[src/rtl/imem_boot_loader.sv]
// ============================================================================
// Module      : imem_boot_loader
// Description : Loads a framed, XOR-checksummed byte stream into instruction
//               memory as little-endian words, holding the cpu in reset.
// Revision    : 1.0
// ============================================================================
`default_nettype none

module imem_boot_loader #(
    parameter int ADDR_WIDTH = 8
) (
    input  logic                  clk,
    input  logic                  rst,
    input  logic                  start,
    input  logic [7:0]            in_data,
    input  logic                  in_valid,
    output logic                  in_ready,
    output logic                  imem_we,
    output logic [ADDR_WIDTH-1:0] imem_addr,
    output logic [31:0]           imem_wdata,
    output logic                  cpu_rst_n,
    output logic                  done,
    output logic                  error
);

    localparam logic [2:0] S_LEN0 = 3'd0;
    localparam logic [2:0] S_LEN1 = 3'd1;
    localparam logic [2:0] S_DATA = 3'd2;
    localparam logic [2:0] S_CSUM = 3'd3;
    localparam logic [2:0] S_DONE = 3'd4;
    localparam logic [2:0] S_ERR  = 3'd5;

    localparam logic [16:0] c_MAX_WORDS = 17'(2 ** ADDR_WIDTH);

    logic [2:0]            r_state;
    logic [2:0]            w_next_state;
    logic [7:0]            r_len_lo;
    logic [15:0]           r_len;
    logic [16:0]           r_word_cnt;
    logic [1:0]            r_byte_idx;
    logic [7:0]            r_csum;
    logic [23:0]           r_buf;
    logic                  r_imem_we;
    logic [ADDR_WIDTH-1:0] r_imem_addr;
    logic [31:0]           r_imem_wdata;

    logic                  w_accept;
    logic [15:0]           w_len_full;
    logic                  w_last_word;

    assign w_accept   = in_valid & in_ready;
    assign w_len_full = {in_data, r_len_lo};
    // Counter is one bit wider than the address so a full-size image never wraps.
    assign w_last_word = (r_byte_idx == 2'd3) && ((r_word_cnt + 17'd1) == {1'b0, r_len});

    always_ff @(posedge clk) begin
        if (rst) begin
            r_state <= S_LEN0;
        end else begin
            r_state <= w_next_state;
        end
    end

    always_comb begin
        w_next_state = r_state;
        if (start) begin
            w_next_state = S_LEN0;
        end else begin
            case (r_state)
                S_LEN0: if (w_accept) w_next_state = S_LEN1;
                S_LEN1: begin
                    if (w_accept) begin
                        if ({1'b0, w_len_full} > c_MAX_WORDS) begin
                            w_next_state = S_ERR;
                        end else if (w_len_full == 16'd0) begin
                            w_next_state = S_CSUM;
                        end else begin
                            w_next_state = S_DATA;
                        end
                    end
                end
                S_DATA: if (w_accept && w_last_word) w_next_state = S_CSUM;
                S_CSUM: if (w_accept) w_next_state = (in_data == r_csum) ? S_DONE : S_ERR;
                S_DONE: w_next_state = S_DONE;
                S_ERR:  w_next_state = S_ERR;
                default: w_next_state = S_LEN0;
            endcase
        end
    end

    always_comb begin
        in_ready  = 1'b0;
        done      = 1'b0;
        error     = 1'b0;
        cpu_rst_n = 1'b0;
        case (r_state)
            S_LEN0, S_LEN1, S_DATA, S_CSUM: in_ready = ~rst & ~start;
            S_DONE: begin
                done      = 1'b1;
                cpu_rst_n = 1'b1;
            end
            S_ERR:  error = 1'b1;
            default: in_ready = 1'b0;
        endcase
    end

    always_ff @(posedge clk) begin
        if (rst || start) begin
            r_len_lo     <= 8'd0;
            r_len        <= 16'd0;
            r_word_cnt   <= 17'd0;
            r_byte_idx   <= 2'd0;
            r_csum       <= 8'd0;
            r_buf        <= 24'd0;
            r_imem_we    <= 1'b0;
            r_imem_addr  <= '0;
            r_imem_wdata <= 32'd0;
        end else begin
            r_imem_we <= 1'b0;
            if (w_accept) begin
                case (r_state)
                    S_LEN0: r_len_lo <= in_data;
                    S_LEN1: r_len    <= w_len_full;
                    S_DATA: begin
                        r_csum     <= r_csum ^ in_data;
                        r_byte_idx <= r_byte_idx + 2'd1;
                        case (r_byte_idx)
                            2'd0: r_buf[7:0]   <= in_data;
                            2'd1: r_buf[15:8]  <= in_data;
                            2'd2: r_buf[23:16] <= in_data;
                            default: begin
                                r_imem_we    <= 1'b1;
                                r_imem_addr  <= r_word_cnt[ADDR_WIDTH-1:0];
                                r_imem_wdata <= {in_data, r_buf};
                                r_word_cnt   <= r_word_cnt + 17'd1;
                            end
                        endcase
                    end
                    default: r_len_lo <= r_len_lo;
                endcase
            end
        end
    end

    assign imem_we    = r_imem_we;
    assign imem_addr  = r_imem_addr;
    assign imem_wdata = r_imem_wdata;

endmodule

`default_nettype wire

[config.mk]
export PLATFORM = sky130hd
export DESIGN_NAME = imem_boot_loader
export DESIGN_NICKNAME = d
export VERILOG_FILES = /design/src/rtl/imem_boot_loader.sv
export SDC_FILE = /design/constraint.sdc
export NUM_CORES = 1
export LEC_CHECK = 0
export BUFFER_PORTS_ARGS = -buffer_cell sky130_fd_sc_hd__buf_2
export CORE_ASPECT_RATIO = 0.8
export CORE_UTILIZATION = 55
export CTS_CLUSTER_DIAMETER = 80
export CTS_CLUSTER_SIZE = 16
export DETAILED_ROUTE_END_ITERATION = 12
export PLACE_DENSITY = 0.77
export SYNTH_ARGS = -nofsm -noshare
export SYNTH_HDL_FRONTEND = slang
export SYNTH_SLANG_ARGS = --single-unit
[constraint.sdc]
create_clock -name clk -period 3.3 [get_ports clk]
set_input_delay 0.495 -clock clk [delete_from_list [all_inputs] [get_ports clk]]
set_output_delay 0.495 -clock clk [all_outputs]
set_load 0.005 [all_outputs]
==> qor.tcl <==
set qor(postSynthNetCount) 666
set qor(io_pins) 57
set qor(outcome) {finished, final reports clean}
set qor(grt_max_degree) 117
set qor(postCtsHoldBufs) 0
set qor(netlist_area_pre_place_sq_um) 5100
set qor(detailed_placer_s_ending_hpwl_mm) 7.88
set qor(reg2reg_setup_slack_ns) 0.56
set qor(die_h_um) 88.2
set qor(timing.reg2reg.worst_path_depth) 8
set qor(synth_cells) 648
set qor(post_route_cells_drive_above_1_share) 0.142
set qor(drt_first_iter_violations) 337
set qor(dp_cells) 775
set qor(core_area_sq_um) 9040
set qor(clkLatencyLatePin_ns) 0.41
set qor(yosysSeqAreaShare) 0.467
set qor(finalSetupViolations) 0
set qor(portBuffers) 56
set qor(detail_route.wl_per_cell_um) 15.5
set qor(critical_path.startpoint_type) {flip-flop}
set qor(power.leakage_nw) 2.24
set qor(cts.sinks) 119
set qor(grt_pass1_vias) 4072
set qor(clock_tree.root_cell) {sky130_fd_sc_hd__clkbuf_16}
set qor(finish.instance_area_sq_um) 6050
set qor(vias) 4489
set qor(synth.yosys.warnings) 0
set qor(weighted_congestion_reported_at_the_end_of_routability_driven_placement) 0.856
set qor(r2r_end) {r_state[0]}
set qor(max_capacitance_violation_count) 0
set qor(syn-mean-instance-area_sq_um) 7.88
set qor(min_delay_worst_endpoint) {r_state[0]}
set qor(hold_path_depth) 4
set qor(unrepaired_setup_endpoints_after_global_routing) {false}
set qor(synth-main-ff-cell) {sky130_fd_sc_hd__dfxtp_1}
set qor(grt.total_usage) 0.271
set qor(min-delay-path-class) {in2reg}
set qor(dieArea_sq_um) 9670
set qor(worst_slew_margin_rel) 0.220
set qor(clock_tree_from_tritoncts) {yes}
set qor(timing.critical_path.required_ns) 3.64
set qor(max_slew.worst_pin.slew_ns) 1.17
set qor(num_antenna_cells) 0
set qor(gr-total-overflow) 0
set qor(placed_cell_area_sq_um) 5370
set qor(cts_inserted_buffers) 17
set qor(grt_antenna_before_repair) 0
set qor(ys_ff_latch) 119
set qor(cts_max_path_buffers) 2
set qor(post_cts.resized_instances) 0
set qor(area_overhead_vs_synth_pct) 18.5
set qor(critPathKind) {reg2reg}
set qor(drtPass1Iterations) 5
set qor(slew_violations) 0
set qor(route.detailed.vias_per_inst) 5.57
set qor(grt_first_pass_wirelength_mm) 19.7
set qor(finClkSkew_ns) 0.00443
set qor(final_total_negative_setup_slack_ns) 0
set qor(power_density_nw_per_um2) 591
set qor(final.fill_count) 719
set qor(final_min_period_over_clock_period) 0.831
set qor(drtAntennaViolNets) 0
set qor(worst_ir_drop_vdd_v) 0.000419
set qor(synth_edf_count) 0
set qor(fraction_of_the_core_area_covered_by_cells_at_the_end_of_the_flow) 0.669
set qor(critical_path_peak_fanout) 6
set qor(crit_path_end_kind) {flip-flop}
set qor(layout_min_cycle_time_ns) 2.74
set qor(fin_hold_ws_ns) 0.381
set qor(htree_num_levels) 4
set qor(post-cts-setup-buffer-count) 0
set qor(design.final.nets) 697
set qor(initial_core_utilization) 0.565
set qor(final-hold-violation-count) 0
set qor(remaining_drc_errors) 0
set qor(synth_cell_types) 40
set qor(die_width_um) 110
set qor(worst_setup_hold_path_clk_slew_ns) 0.05
set qor(placementRows) 31
set qor(stdcell_count) 806
set qor(holdCritStartpoint) {rst}
set qor(postRouteWirelength_mm) 12.5
set qor(cp_data_arrival_time_ns) 3.08
set qor(max_freq_mhz) 365
set qor(critical_path.reg2reg.startpoint) {r_word_cnt[0]}
set qor(async_reset_ff_frac) 0
==> layout by cell type, fill, tap and decap left out, types with 2 or more instances in the layout <==
cell	n
sky130_fd_sc_hd__a21oi_1	93
sky130_fd_sc_hd__buf_2	56
sky130_fd_sc_hd__buf_4	6
sky130_fd_sc_hd__bufinv_16	5
sky130_fd_sc_hd__clkbuf_1	2
sky130_fd_sc_hd__clkbuf_16	17
sky130_fd_sc_hd__clkbuf_8	5
sky130_fd_sc_hd__dfxtp_1	119
sky130_fd_sc_hd__ha_1	6
sky130_fd_sc_hd__inv_1	7
sky130_fd_sc_hd__mux2i_1	12
sky130_fd_sc_hd__nand2_1	169
sky130_fd_sc_hd__nand2b_1	3
sky130_fd_sc_hd__nand3_1	39
sky130_fd_sc_hd__nand4_1	5
sky130_fd_sc_hd__nor2_1	42
sky130_fd_sc_hd__nor3_1	7
sky130_fd_sc_hd__nor3b_1	4
sky130_fd_sc_hd__nor4_1	6
sky130_fd_sc_hd__nor4_4	2
sky130_fd_sc_hd__o21ai_0	11
sky130_fd_sc_hd__o22ai_1	2
sky130_fd_sc_hd__or3_1	5
sky130_fd_sc_hd__or4_1	2
sky130_fd_sc_hd__xnor2_1	23
sky130_fd_sc_hd__xor2_1	25
==> routing by layer <==
metal / GRT usage / up-vias / routed length, um
li1: - / 2212 / -
met1: 0.371 / 2107 / 5710
met2: 0.407 / 152 / 5860
met3: 0.0804 / 18 / 737
met4: 0.0970 / 0 / 162
met5: 0 / - / 0
==> flip-flops by register name, indices dropped and copies added (netlist names) <==
name / cells
imem_wdata: 32
imem_addr: 8
r_byte_idx: 2
imem_we: 1
r_len: 16
r_state: 3
r_buf: 24
r_len_lo: 8
r_word_cnt: 17
r_csum: 8
==> power breakdown <==
part           switching, mW  internal, mW
registers            0.00285          1.44
logic                 0.0572        0.0192
clock network          0.617          1.44
==> kinds of logic after synthesis <==
| logic type | share of synthesized area |
|---|---|
| buf+inv | 0.0458 |
| compound gates | 0.111 |
| fa+ha+maj | 0.0147 |
| flops | 0.467 |
| simple gates | 0.256 |
| mux | 0.0235 |
| xor+xnor | 0.0824 |
==> area by class of cell <==
| cell class | count | area [sq um] | area share |
|---|---|---|---|
| tap | 115 | 144 | 0.0238 |
| timing repair buffer | 62 | 325 | 0.0538 |
| inverter | 7 | 26.3 | 0.00434 |
| clock inverter | 7 | 164 | 0.0271 |
| sequential | 119 | 2380 | 0.394 |
| clock buffer | 24 | 502 | 0.0830 |
| multi-input combinational | 472 | 2500 | 0.414 |
==> stage by stage <==
step | total power, mW | setup WS [ns]
after global routing | 3.68 | 0.460
after detailed placement | 1.55 | 0.600
final | 3.57 | 0.559
after global placement | 1.55 | 0.680
after CTS | 3.59 | 0.589
after floorplan | 1.52 | 0.919
==> critical path: stages, from the launching register on <==
cell and delay (ns):
sky130_fd_sc_hd__dfxtp_1 0.45, sky130_fd_sc_hd__ha_1 0.33, sky130_fd_sc_hd__nand4_2 0.22, sky130_fd_sc_hd__or2_1 0.32, sky130_fd_sc_hd__nor4_1 0.27, sky130_fd_sc_hd__a21oi_1 0.07
sky130_fd_sc_hd__or4_1 0.43, sky130_fd_sc_hd__or4_1 0.44, sky130_fd_sc_hd__a21oi_1 0.15
==> synthesized netlist by cell type, types with 5 or more instances <==
master,n,area share
sky130_fd_sc_hd__nand2_1,169,0.12
sky130_fd_sc_hd__dfxtp_1,119,0.47
sky130_fd_sc_hd__a21oi_1,93,0.091
sky130_fd_sc_hd__nor2_1,42,0.031
sky130_fd_sc_hd__clkbuf_1,39,0.029
sky130_fd_sc_hd__nand3_1,39,0.038
sky130_fd_sc_hd__xor2_1,25,0.043
sky130_fd_sc_hd__xnor2_1,23,0.039
sky130_fd_sc_hd__mux2i_1,12,0.024
sky130_fd_sc_hd__o21ai_0,11,0.011
sky130_fd_sc_hd__inv_1,7,0.0051
sky130_fd_sc_hd__nor3_1,7,0.0069
sky130_fd_sc_hd__nor4_1,7,0.0086
sky130_fd_sc_hd__ha_1,6,0.015
sky130_fd_sc_hd__nand4_1,5,0.0061
sky130_fd_sc_hd__or3_1,5,0.0061
==> how the worst max path moves through the flow <==
stage | start | to
final | r_word_cnt[0] | r_state[0]
after global routing | r_word_cnt[0] | r_state[0]
after CTS | r_word_cnt[0] | r_state[0]
after detailed placement | r_word_cnt[0] | r_state[0]
after global placement | r_word_cnt[0] | r_state[0]
after floorplan | r_word_cnt[0] | r_state[0]
Power figures use the tool's default switching activity.
